===== src/rtl/cfg_obi_master_if.sv =====
// OBI request and response channel bundles used by cfg_obi_master.
// The request channel carries the address phase; the response channel
// carries read data back from the register slave.

interface obi_req_if;
    logic        req;
    logic        we;
    logic [3:0]  be;
    logic [31:0] addr;
    logic [31:0] wdata;
    logic        gnt;

    modport master (output req, output we, output be, output addr, output wdata, input gnt);
    modport slave  (input req, input we, input be, input addr, input wdata, output gnt);
endinterface

interface obi_rsp_if;
    logic        rvalid;
    logic [31:0] rdata;

    modport slave  (input rvalid, input rdata);
    modport master (output rvalid, output rdata);
endinterface


===== src/rtl/cfg_obi_master.sv =====
// Single-outstanding OBI master: turns a valid/ready command into one OBI
// transaction and returns a valid/ready response. A per-transaction timeout
// converts a missing gnt or rvalid into an error response. After a response
// timeout, the late rvalid (if it ever arrives) is swallowed before new
// commands are admitted.

module cfg_obi_master #(
    parameter int unsigned TIMEOUT_CYCLES = 1024
) (
    input  logic        clk_i,
    input  logic        rst_i,
    input  logic        cmd_valid_i,
    output logic        cmd_ready_o,
    input  logic        cmd_we_i,
    input  logic [31:0] cmd_addr_i,
    input  logic [3:0]  cmd_be_i,
    input  logic [31:0] cmd_wdata_i,
    output logic        rsp_valid_o,
    input  logic        rsp_ready_i,
    output logic [31:0] rsp_rdata_o,
    output logic        rsp_err_o,
    output logic        busy_o,
    obi_req_if.master   regs_req,
    obi_rsp_if.slave    regs_rsp
);

    // A zero timeout disables the counters; keep them one bit wide so the
    // declarations stay legal.
    localparam int unsigned CNT_W = (TIMEOUT_CYCLES > 0) ? $clog2(TIMEOUT_CYCLES + 1) : 1;
    localparam bit          TO_EN = (TIMEOUT_CYCLES != 0);
    localparam logic [CNT_W-1:0] TO_LAST = TO_EN ? CNT_W'(TIMEOUT_CYCLES - 1) : '0;

    typedef enum logic [1:0] {
        IDLE = 2'd0,
        ADDR = 2'd1,
        RESP = 2'd2,
        DONE = 2'd3
    } state_e;

    state_e            state_q,     state_d;
    logic              we_q,        we_d;
    logic [31:0]       addr_q,      addr_d;
    logic [3:0]        be_q,        be_d;
    logic [31:0]       wdata_q,     wdata_d;
    logic [31:0]       rdata_q,     rdata_d;
    logic              err_q,       err_d;
    logic [CNT_W-1:0]  cnt_q,       cnt_d;
    logic              stale_q,     stale_d;
    logic [CNT_W-1:0]  stale_cnt_q, stale_cnt_d;

    logic [CNT_W-1:0]  cnt_inc;
    logic [CNT_W-1:0]  stale_cnt_inc;
    logic              to_hit;
    logic              stale_expire;

    // Saturating increments so the counters never wrap back into range.
    // The comparisons use >= so a gnt accepted in the very last cycle
    // still leaves the response phase bounded.
    always_comb begin
        cnt_inc       = (cnt_q == '1) ? cnt_q : cnt_q + 1'b1;
        stale_cnt_inc = (stale_cnt_q == '1) ? stale_cnt_q : stale_cnt_q + 1'b1;
        to_hit        = TO_EN && (cnt_q >= TO_LAST);
        stale_expire  = TO_EN && (stale_cnt_q >= TO_LAST);
    end

    // Next-state, captured fields, OBI drive and command handshake.
    always_comb begin
        state_d        = state_q;
        we_d           = we_q;
        addr_d         = addr_q;
        be_d           = be_q;
        wdata_d        = wdata_q;
        rdata_d        = rdata_q;
        err_d          = err_q;
        cnt_d          = cnt_q;
        stale_d        = stale_q;
        stale_cnt_d    = stale_cnt_q;
        cmd_ready_o    = 1'b0;
        regs_req.req   = 1'b0;
        regs_req.we    = 1'b0;
        regs_req.be    = 4'h0;
        regs_req.addr  = 32'h0;
        regs_req.wdata = 32'h0;

        // The orphaned rvalid of a timed-out read is dropped here; if it
        // never shows up the flag expires on its own.
        if (stale_q) begin
            if (regs_rsp.rvalid || stale_expire) begin
                stale_d = 1'b0;
            end else begin
                stale_cnt_d = stale_cnt_inc;
            end
        end

        case (state_q)
            IDLE: begin
                cmd_ready_o = !stale_q;
                if (cmd_valid_i && !stale_q) begin
                    we_d    = cmd_we_i;
                    addr_d  = cmd_addr_i;
                    be_d    = cmd_be_i;
                    wdata_d = cmd_wdata_i;
                    rdata_d = 32'h0;
                    err_d   = 1'b0;
                    cnt_d   = '0;
                    state_d = ADDR;
                end
            end
            ADDR: begin
                regs_req.req   = 1'b1;
                regs_req.we    = we_q;
                regs_req.be    = be_q;
                regs_req.addr  = addr_q;
                regs_req.wdata = wdata_q;
                cnt_d          = cnt_inc;
                if (regs_req.gnt) begin
                    state_d = RESP;
                end else if (to_hit) begin
                    rdata_d = 32'h0;
                    err_d   = 1'b1;
                    state_d = DONE;
                end
            end
            RESP: begin
                cnt_d = cnt_inc;
                if (regs_rsp.rvalid) begin
                    rdata_d = we_q ? 32'h0 : regs_rsp.rdata;
                    err_d   = 1'b0;
                    state_d = DONE;
                end else if (to_hit) begin
                    rdata_d     = 32'h0;
                    err_d       = 1'b1;
                    stale_d     = 1'b1;
                    stale_cnt_d = '0;
                    state_d     = DONE;
                end
            end
            DONE: begin
                if (rsp_ready_i) begin
                    state_d = IDLE;
                end
            end
            default: begin
                state_d = IDLE;
            end
        endcase
    end

    // State and captured-field registers with synchronous reset.
    always_ff @(posedge clk_i) begin
        if (rst_i) begin
            state_q     <= IDLE;
            we_q        <= 1'b0;
            addr_q      <= 32'h0;
            be_q        <= 4'h0;
            wdata_q     <= 32'h0;
            rdata_q     <= 32'h0;
            err_q       <= 1'b0;
            cnt_q       <= '0;
            stale_q     <= 1'b0;
            stale_cnt_q <= '0;
        end else begin
            state_q     <= state_d;
            we_q        <= we_d;
            addr_q      <= addr_d;
            be_q        <= be_d;
            wdata_q     <= wdata_d;
            rdata_q     <= rdata_d;
            err_q       <= err_d;
            cnt_q       <= cnt_d;
            stale_q     <= stale_d;
            stale_cnt_q <= stale_cnt_d;
        end
    end

    assign rsp_valid_o = (state_q == DONE);
    assign rsp_rdata_o = rdata_q;
    assign rsp_err_o   = err_q;
    assign busy_o      = (state_q != IDLE);

endmodule


===== src/flat_wrapper.sv =====
// flat-port wrapper written by rule: the top's interface ports become plain ports
module cfg_obi_master_flat 
#(
    parameter int unsigned TIMEOUT_CYCLES = 1024
)
  (clk_i, rst_i, cmd_valid_i, cmd_ready_o, cmd_we_i, cmd_addr_i, cmd_be_i, cmd_wdata_i, rsp_valid_o, rsp_ready_i, rsp_rdata_o, rsp_err_o, busy_o, regs_req_req, regs_req_we, regs_req_be, regs_req_addr, regs_req_wdata, regs_req_gnt, regs_rsp_rvalid, regs_rsp_rdata);
  obi_req_if regs_req_i ();
  obi_rsp_if regs_rsp_i ();
  input  logic clk_i;
  input  logic rst_i;
  input  logic cmd_valid_i;
  output logic cmd_ready_o;
  input  logic cmd_we_i;
  input  logic [31:0] cmd_addr_i;
  input  logic [3:0] cmd_be_i;
  input  logic [31:0] cmd_wdata_i;
  output logic rsp_valid_o;
  input  logic rsp_ready_i;
  output logic [31:0] rsp_rdata_o;
  output logic rsp_err_o;
  output logic busy_o;
  output wire logic [$bits(regs_req_i.req)-1:0] regs_req_req;
  output wire logic [$bits(regs_req_i.we)-1:0] regs_req_we;
  output wire logic [$bits(regs_req_i.be)-1:0] regs_req_be;
  output wire logic [$bits(regs_req_i.addr)-1:0] regs_req_addr;
  output wire logic [$bits(regs_req_i.wdata)-1:0] regs_req_wdata;
  input wire logic [$bits(regs_req_i.gnt)-1:0] regs_req_gnt;
  input wire logic [$bits(regs_rsp_i.rvalid)-1:0] regs_rsp_rvalid;
  input wire logic [$bits(regs_rsp_i.rdata)-1:0] regs_rsp_rdata;
  assign regs_req_req = regs_req_i.req;
  assign regs_req_we = regs_req_i.we;
  assign regs_req_be = regs_req_i.be;
  assign regs_req_addr = regs_req_i.addr;
  assign regs_req_wdata = regs_req_i.wdata;
  assign regs_req_i.gnt = regs_req_gnt;
  assign regs_rsp_i.rvalid = regs_rsp_rvalid;
  assign regs_rsp_i.rdata = regs_rsp_rdata;
  cfg_obi_master #(.TIMEOUT_CYCLES(TIMEOUT_CYCLES)) u_core (.clk_i(clk_i), .rst_i(rst_i), .cmd_valid_i(cmd_valid_i), .cmd_ready_o(cmd_ready_o), .cmd_we_i(cmd_we_i), .cmd_addr_i(cmd_addr_i), .cmd_be_i(cmd_be_i), .cmd_wdata_i(cmd_wdata_i), .rsp_valid_o(rsp_valid_o), .rsp_ready_i(rsp_ready_i), .rsp_rdata_o(rsp_rdata_o), .rsp_err_o(rsp_err_o), .busy_o(busy_o), .regs_req(regs_req_i), .regs_rsp(regs_rsp_i));
endmodule

===== config.mk =====
export PLATFORM = sky130hd
export DESIGN_NAME = cfg_obi_master_flat
export DESIGN_NICKNAME = d
export VERILOG_FILES = /design/src/rtl/cfg_obi_master_if.sv /design/src/rtl/cfg_obi_master.sv /design/src/flat_wrapper.sv
export SDC_FILE = /design/constraint.sdc
export NUM_CORES = 1
export LEC_CHECK = 0
export CORE_UTILIZATION = 45
export DETAILED_ROUTE_END_ITERATION = 12
export GPL_ROUTABILITY_DRIVEN = 0
export PLACE_DENSITY = 0.8
export SKIP_CTS_REPAIR_TIMING = 1
export SLEW_MARGIN = 20
export SYNTH_ARGS = -nofsm -noshare
export SYNTH_HDL_FRONTEND = slang
export SYNTH_SLANG_ARGS = --single-unit

===== constraint.sdc =====
create_clock -name clk_i -period 2.66 [get_ports clk_i]
set_clock_uncertainty 0.15 [all_clocks]
set_input_delay 0.266 -clock clk_i [delete_from_list [all_inputs] [get_ports clk_i]]
set_output_delay 0.266 -clock clk_i [all_outputs]
set_load 0.005 [all_outputs]

Yosys cells after proc, flatten, opt, wreduce, memory -nomap -nowiden --
Index checks and enable logic that the tools add are counted.
Storage, ports and cells: register bits 127, bits of input ports 107, output and inout port bits 106
Cells by class: magnitude comparators 2, equality and inequality tests 9, muxes and demuxes 37, $add $sub $neg 2, reduce and logical (&&, ||, !) cells 12
Operator list (count):
- 32-bit 2-to-1 mux | 7
- 32-bit case mux with 3 select lines | 1
- 11-bit 2-to-1 mux | 8
- 11-bit by 1-bit adder with 11-bit output (second input constant) | 2
- 11-bit == test (second input constant) | 2
- 11-bit by 10-bit >= comparator with 1-bit output (second input constant) | 2
- 11-bit case mux with 2 select lines | 1
- 1-bit 2-to-1 mux | 12
- 2-bit 2-to-1 mux | 5
- 2-bit case mux with 4 select lines | 1
- 3-bit AND reduction | 2
- 2-bit == test (second input constant) | 2
- 4-bit 2-to-1 mux | 1
- 2-bit by 1-bit inequality test with 1-bit output (second input constant) | 2
- 2-bit inequality test (second input constant) | 2
- 2-bit AND reduction | 2
- 2-bit nonzero test | 2
- 1-bit case mux with 3 select lines | 1
- 3-bit nonzero test | 1
- 2-bit by 1-bit == test with 1-bit output (second input constant) | 1
- 2-bit logical NOT | 1
- 2-bit OR reduction | 1
- 1-bit logical AND | 1
- 1-bit logical NOT | 1
- 1-bit logical OR | 1

Longest topological paths before layout --
Gate-level depths: netlist (run 1).
word-level depth 7, gate-level depth with buffers 8, mapped depth without buffers 6

Worst setup path before layout (run 1) --
No wires, ideal clock.
kind register -> register, from reg u_core.state_q[1], to reg u_core.cnt_q[3], slack 0.664 ns, arrival 1.776 ns, cell stages (with the launch flop) 8, setup time 0.070 ns, cells stage by stage dfxtp_1 > inv_1 > ha_1 > clkbuf_2 > nor2b_1 > nor2_1 > or4_1 > a21oi_1
Between the ends: word-level cells in the longest chain between the ends 4, elaborated cells between the ends (all ways) 9
RTL lines:
- start: declaration | line cfg_obi_master.sv:40 | state_e state_q, state_d;
- start signal: assignment | line cfg_obi_master.sv:163 | state_q <= state_d;
- 2-bit by 1-bit == test with 1-bit output / 2-bit == test (equally long branches) | line cfg_obi_master.sv:95 | case (state_q)
- 2-bit OR reduction (no source line)
- 2-bit inequality test (no source line) / 2-bit nonzero test (equally long branches)
- 3-bit AND reduction (no source line)
- end signal: assignment | line cfg_obi_master.sv:170 | cnt_q <= cnt_d;
- end: declaration | line cfg_obi_master.sv:47 | logic [CNT_W-1:0] cnt_q, cnt_d;
Parallel ways exist; a longest one is shown, timed or not. A chain may end at the register's enable or synchronous reset.

Worst setup path in the final report (run 1) --
from reg u_core.state_q[1], to out cmd_ready_o
Between the ends: word-level cells in the longest chain between the ends 2
RTL lines:
- 2-bit logical NOT | line cfg_obi_master.sv:95
- 1-bit 2-to-1 mux | line cfg_obi_master.sv:95
- end: declaration | line flat_wrapper.sv:12 | output logic cmd_ready_o;
Every way passes these cells.

==> out/qor.csv, run 1 <==
stage;metric;value;unit
sta;hold_violations;0;
critical_path;cp_cell_sequence;inv_1, ha_1, nor2b_1, clkdlybuf4s50_1;
global_routing;grt_pass1_wl;25400;microns
cells_and_area;layout-drive-gt1-share;6.42;%
cells_and_area;multi_input_area;0.00316;sq mm
cts;clock_latency;0.41;ns
logic_synthesis;syn-instance-count;745;
cells_and_area;mostFrequentLayoutCell;clkdlybuf4s50_1;
cts;ctsHtreeMaxLevel;4;
critical_path;worstPathRequired;2.24;ns
critical_path;arrival;2.13;ns
global_routing;grt_max_degree;63;
logic_synthesis;ys_warn_count;0;
worst_hold_path;min_path_type;in -> reg;
global_routing;met1_usage;30.7;%
die;ios;213;
route;vias;5953;
sta;slew_viol_final;0;
logic_synthesis;synthDistinctLibCells;54;
route;drtIter0Drc;523;
logic_synthesis;ys_ff_latch;127;
sta;fin_crit_sh;95.6;%
route;vias_per_cell;5.30;
route;postRouteWirelength;16400;microns
cells_and_area;final_cell_mix;clkdlybuf4s50_1 (211), nand2_1 (146), dfxtp_1 (127), a21oi_1 (106), and2_1 (70);
global_routing;grtUsageMet3;5.66;%
critical_path;crit_fanout;9;
die;num_rows;41;
cells_and_area;area_growth;49.0;%
pwr;ir_drop;0.442;mV
die;dieArea;0.0137;sq mm
logic_synthesis;ys_async_sr_fraction;0;%
logic_synthesis;synth-edff-count;0;
logic_synthesis;syn_area;0.00594;sq mm
cts;cts-root-buf;clkbuf_16;
sta;worst_pin_slew;0.783;ns
global_routing;antenna_found_initial;1;
global_routing;grt_use_met2;38.1;%
placement;dp_hpwl;10800;microns
pwr;p_seq_share;36.4;%
sta;setup_viol;0;
pwr;p_int;4.13;mW
route;drc;0;
critical_path;crit_buf_inv;2;
placement;pre_cts_slack;0.405;ns
pwr;comb_power_share;22.1;%
critical_path;crit_path_start_kind;flop;
route;ant_nets;0;
critical_path;crit_family;buffers and inverters;
logic_synthesis;synth_top_area_share;42.8;%
cts;cts_buffers;17;
logic_synthesis;synth_top_cell_by_area;dfxtp_1;
cells_and_area;seqCellArea;0.00254;sq mm
pwr;p_switching;1.63;mW
pwr;p_leak;3.20;nW
cells_and_area;finalNetCount;1051;
sta;max_freq;393;MHz
cts;cts.sinks;127;
critical_path;path_class;reg -> out;
sta;rsz0062_at_grt;false;
logic_synthesis;avgSynthCellArea;7.98;sq um
cells_and_area;fillerInstances;1044;
logic_synthesis;synth_nets;859;
die;die_h;117;microns
pwr;powerDensity;650;mW/mm^2
cells_and_area;final_util;69.3;%
global_routing;grt_pass1_vias;5148;
die;core;0.0128;sq mm
logic_synthesis;synth_flop_cell;dfxtp_1;
sta;tns;0;ns
cts;cts_buffer_depth;2;
cts;path_clk_slew;0.05;ns
die;start_util;46.5;%
placement;io_buffers;212;
sta;min_period;2.54;ns
critical_path;crit_slowest_cell;clkdlybuf4s50_1;
status;status;completed;
route;drtPass1Iterations;5;
critical_path;slowest_delay;0.59;ns
sta;setup_ws;0.117;ns
route;avgRoutedWirePerCell;14.6;microns
global_routing;grt_usage;23.7;%
logic_synthesis;yosysSeqAreaShare;42.8;%
pwr;pwr-share-clk;41.5;%
global_routing;gr-total-overflow;0;
flow_run;drv_cap;0;
pwr;p_sw_share;28.3;%
cts;cts_tree;built;
sta;slew-limit-headroom;47.5;%
critical_path;crit_path_end_kind;primary output;
die;fp.dieW;117;microns
global_routing;grt_busiest_layer;met2;
logic_synthesis;synth_area_leaders;dfxtp_1 (43%), nand2_1 (9.3%), a21oi_1 (8.9%), and2_1 (7.4%), a32oi_1 (3.1%);
## cells by family after synthesis
kind of cell | after synthesis | synth area share [%]
simple gates | 301 | 25.6
compound gates | 237 | 24.7
mux | 2 | 0.337
buf+inv | 67 | 4.51
flops | 127 | 42.8
xor+xnor | 4 | 0.589
fa+ha+maj | 7 | 1.47
## sequential cells by signal, indices dropped and copies added, names as in the netlist
signal              count
u_core.addr_q          32
u_core.wdata_q         32
u_core.stale_q          1
u_core.rsp_rdata_o     32
u_core.stale_cnt_q     11
u_core.cnt_q           11
u_core.state_q          2
u_core.we_q             1
u_core.rsp_err_o        1
u_core.be_q             4
## cells in the mapped netlist, types with 10 or more instances
| library cell | count |
|---|---|
| a21boi_0 | 21 |
| nor2_1 | 13 |
| buf_2 | 12 |
| a32oi_1 | 21 |
| and2_1 | 70 |
| inv_1 | 10 |
| o21ai_0 | 28 |
| o21ai_1 | 20 |
| a21oi_1 | 106 |
| nand2_1 | 147 |
| nand2b_1 | 23 |
| a211oi_1 | 13 |
| clkbuf_1 | 38 |
| dfxtp_1 | 127 |
## path summary, 6_finish.rpt
kind	to	slack, ns	from	depth (start not counted)
worst max-delay path	cmd_ready_o	0.12	u_core.state_q[1]	4
worst min-delay path	u_core.stale_q	0.06	rst_i	2
worst max register to register	u_core.cnt_q[5]	0.37	u_core.state_q[1]	6
worst min register to register	u_core.addr_q[2]	0.30	u_core.addr_q[2]	2
## power groups by stage
| stage | logic [mW] | clock network, mW | registers [mW] |
|---|---|---|---|
| 4_1_cts | 1.27 | 2.42 | 2.09 |
| 3_5_place_dp | 1.26 | 0 | 2.13 |
| 3_3_place_gp | 1.25 | 0 | 2.13 |
| 5_1_grt | 1.39 | 2.51 | 2.11 |
| 6_report | 1.27 | 2.39 | 2.09 |
| 2_1_floorplan | 0.687 | 0 | 2.12 |
## metal layers
metal  part of all wire (%)  wire length, microns
met4                    1.4                   227
met2                     48                  7810
met5                      0                     0
met3                    5.5                   899
met1                     46                  7470
## stage by stage
stage | instance area, sq um | power, mW | hold WS, ns | cells
2_1_floorplan | 5940 | 2.80 | 0.235 | 745
3_3_place_gp | 8220 | 3.38 | 0.287 | 1090
3_5_place_dp | 8220 | 3.39 | 0.292 | 1090
4_1_cts | 8840 | 5.78 | 0.0416 | 1122
5_1_grt | 8850 | 6.02 | 0.0546 | 1123
6_report | 8850 | 5.76 | 0.0564 | 1123
## area by class of cell
cell class | instances | share of cell area (%)
Timing Repair Buffer | 229 | 25.7
Inverter | 11 | 0.466
Tap cell | 172 | 2.43
Multi-Input combinational cell | 551 | 35.7
Clock inverter | 13 | 1.85
Sequential cell | 127 | 28.7
Antenna cell | 1 | 0.0283
Clock buffer | 19 | 5.12
Note: power is estimated with default switching activity, not from simulation.
==> run 2, diff against run 1 <==
--- a/config.mk
+++ b/config.mk
@@ -5,10 +5,10 @@
 export SDC_FILE = /design/constraint.sdc
 export NUM_CORES = 1
 export LEC_CHECK = 0
-export CORE_UTILIZATION = 45
+export CORE_UTILIZATION = 38
 export DETAILED_ROUTE_END_ITERATION = 12
 export GPL_ROUTABILITY_DRIVEN = 0
-export PLACE_DENSITY = 0.8
+export PLACE_DENSITY = 0.7
 export SKIP_CTS_REPAIR_TIMING = 1
 export SLEW_MARGIN = 20
 export SYNTH_ARGS = -nofsm -noshare
==> run 2 against run 1 <==
Compared with the run above: fmax rose by 0.60%; via count down 1.3%; critical endpoint is now regs_req_addr[7]; critical path type unchanged; clock power about the same; sequential power is essentially flat.
==> out/qor.csv, run 2 (synthesized netlist as in run 1, its figures left out) <==
stage;metric;value;unit;change
critical_path;reg2reg_to;u_core.rsp_rdata_o[16];;
route;drtPass1Iterations;4;;-1
critical_path;crit_path_end_kind;primary output;;
sta;rsz0062_at_grt;false;;
sta;min_period;2.53;ns;-0.0151 ns
critical_path;crit_family;buffers and inverters;;
placement;io_buffers;212;;unchanged
pwr;p_int;4.16;mW;+0.89%
cells_and_area;area_growth;49.6;%;
sta;slew-limit-headroom;44.7;%;-2.8 points
worst_hold_path;worstHoldEndpoint;u_core.we_q;;
sta;tns;0;ns;unchanged
die;ios;213;;unchanged
pwr;p_seq_share;36.4;%;about the same
status;status;completed;;
pwr;ir_drop;0.493;mV;+11%
sta;setup_viol;0;;unchanged
cts;path_clk_slew;0.06;ns;about the same
die;fp.dieW;127;microns;+8.7%
cells_and_area;multi_input_area;0.00315;sq mm;-0.32%
cells_and_area;fin_area;0.00889;sq mm;+0.45%
global_routing;grt_max_degree;72;;+14%
cts;cts_tree;built;;
sta;slew_viol_final;0;;unchanged
worst_hold_path;holdPathStages;2;;unchanged
placement;place_inst;1129;;+3.6%
pwr;pwr-share-clk;41.7;%;+0.2 points
cts;ctsHtreeMaxLevel;4;;unchanged
route;vias_per_cell;5.06;;-4.5%
critical_path;slowest_delay;0.50;ns;-0.09 ns
sta;hold_violations;0;;unchanged
global_routing;antenna_found_initial;0;;-1
die;core;0.0153;sq mm;+19%
sta;max_freq;396;MHz;+0.60%
critical_path;path_class;reg -> out;;
global_routing;grt_usage;20.6;%;-3.1 points
global_routing;gr-total-overflow;0;;unchanged
critical_path;rr_startpoint;u_core.state_q[1];;
die;dieArea;0.0161;sq mm;+18%
pwr;powerDensity;647;mW/mm^2;-0.51%
placement;placed_area;0.00827;sq mm;+0.62%
cells_and_area;seqCellArea;0.00254;sq mm;unchanged
placement;dp_hpwl;11000;microns;+1.9%
pwr;comb_power_share;22.0;%;about the same
die;num_rows;45;;+9.8%
flow_run;drv_cap;0;;unchanged
die;start_util;39.0;%;-7.6 points
route;ant_nets;0;;unchanged
critical_path;crit_fanout;32;;+23
critical_path;cp_cell_sequence;inv_1, ha_2, buf_6, and2_1, clkdlybuf4s50_1;;
pwr;p_sw_share;27.6;%;-0.68 points
cts;cts_buffer_depth;2;;unchanged
critical_path;arrival;2.11;ns;-0.02 ns
critical_path;crit_path_start_kind;flop;;
worst_hold_path;hp-start;rst_i;;
cts;cts.sinks;127;;unchanged
cts;cts-root-buf;clkbuf_16;;
pwr;p_leak;3.21;nW;+0.45%
sta;worst_pin_slew;0.824;ns;+0.0411 ns
critical_path;r2r_cells;7;;+1
cells_and_area;mostFrequentLayoutCell;clkdlybuf4s50_1;;
global_routing;grt_pass1_vias;5284;;+2.6%
critical_path;rrSetupSlack;0.41;ns;+0.04 ns
cells_and_area;num_antenna_cells;0;;-1
cells_and_area;final_cell_mix;clkdlybuf4s50_1 (211), nand2_1 (146), dfxtp_1 (127), a21oi_1 (106), and2_1 (70);;
pwr;p_switching;1.59;mW;-2.5%
route;drc;0;;unchanged
critical_path;worstPathRequired;2.24;ns;about the same
route;drtIter0Drc;404;;-23%
cells_and_area;finalNonFillerCells;1161;;+3.4%
sta;fin_crit_sh;95.0;%;-0.57 points
worst_hold_path;min_path_type;in -> reg;;
cts;cts_buffers;17;;unchanged
cells_and_area;fillerInstances;1399;;+34%
cells_and_area;layout-drive-gt1-share;6.32;%;-0.11 points
critical_path;crit_buf_inv;3;;+1
route;vias;5876;;-1.3%
die;die_h;127;microns;+8.7%
route;postRouteWirelength;16800;microns;+2.2%
cts;clock_latency;0.42;ns;about the same
global_routing;grt_pass1_wl;26600;microns;+4.7%
sta;holdWs;0.104;ns;+0.0476 ns
cells_and_area;finalNetCount;1051;;unchanged
critical_path;crit_slowest_cell;clkdlybuf4s50_1;;
route;avgRoutedWirePerCell;14.4;microns;-1.2%
critical_path;crit_cells;5;;+1
-- run 2: cell types whose count changed in the layout (fill, tap and decap cells not counted) --
cell        previous run  this run
buf_2                  1         0
ha_2                   0         1
clkbuf_1               0         1
buf_4                 14        15
ha_4                   1         0
diode_2                1         0
clkbuf_8               2         4
clkinv_2               2         4
clkinv_4               3         1
clkinvlp_4             5         2
-- run 2: how the worst max path moves through the flow --
stage	from	to	slack, ns
floorplan	u_core.state_q[1]	u_core.cnt_q[3]	0.66
global placement	regs_rsp_rvalid	u_core.rsp_rdata_o[20]	0.47
detailed placement	regs_rsp_rvalid	u_core.rsp_rdata_o[30]	0.40
CTS	u_core.state_q[1]	regs_req_addr[6]	0.02
global route	u_core.state_q[1]	regs_req_wdata[18]	0.02
finish	u_core.state_q[1]	regs_req_addr[7]	0.13
-- run 2: stage by stage --
| step | total power [mW] | util (%) | worst slack [ns] |
|---|---|---|---|
| after floorplan | 2.80 | - | 0.664 |
| after global placement | 3.39 | 54.2 | 0.466 |
| after detailed placement | 3.41 | 54.2 | 0.404 |
| after CTS | 5.82 | 58.3 | 0.0229 |
| after global routing | 6.05 | 58.3 | 0.0244 |
| final | 5.75 | 58.3 | 0.132 |
-- run 2: worst reg2reg max path, delay by kind of cell (launching register included) --
family | cells | cell delay, ns
AOI/OAI and AO/OA | 3 | 0.55
buffers and inverters | 2 | 0.38
and+or+nand+nor | 1 | 0.25
adders and majority gates | 1 | 0.44
DFF | 1 | 0.40
-- run 2: layout make-up --
cell class / count / share of cell area (%)
Clock buffer: 22 / 5.44
Clock inverter: 10 / 1.51
Inverter: 11 / 0.464
Multi-Input combinational cell: 551 / 35.4
Sequential cell: 127 / 28.6
Tap cell: 211 / 2.97
Timing Repair Buffer: 229 / 25.6
-- run 2: power groups by stage --
stage / combinational (mW) / sequential, mW / clock [mW]
2_1_floorplan: 0.687 / 2.12 / 0
3_3_place_gp: 1.27 / 2.13 / 0
3_5_place_dp: 1.27 / 2.13 / 0
4_1_cts: 1.28 / 2.09 / 2.45
5_1_grt: 1.39 / 2.11 / 2.55
6_report: 1.26 / 2.09 / 2.40
-- run 2: routing by layer --
| metal | track usage (%) | share of wire (%) | vias to the layer above |
|---|---|---|---|
| met3 | 6.20 | 6.2 | 19 |
| met4 | 7.42 | 1.6 | 0 |
| met2 | 32.8 | 47 | 175 |
| met1 | 26.5 | 46 | 2701 |
| li1 | - | - | 2981 |
| met5 | 0 | 0 | - |
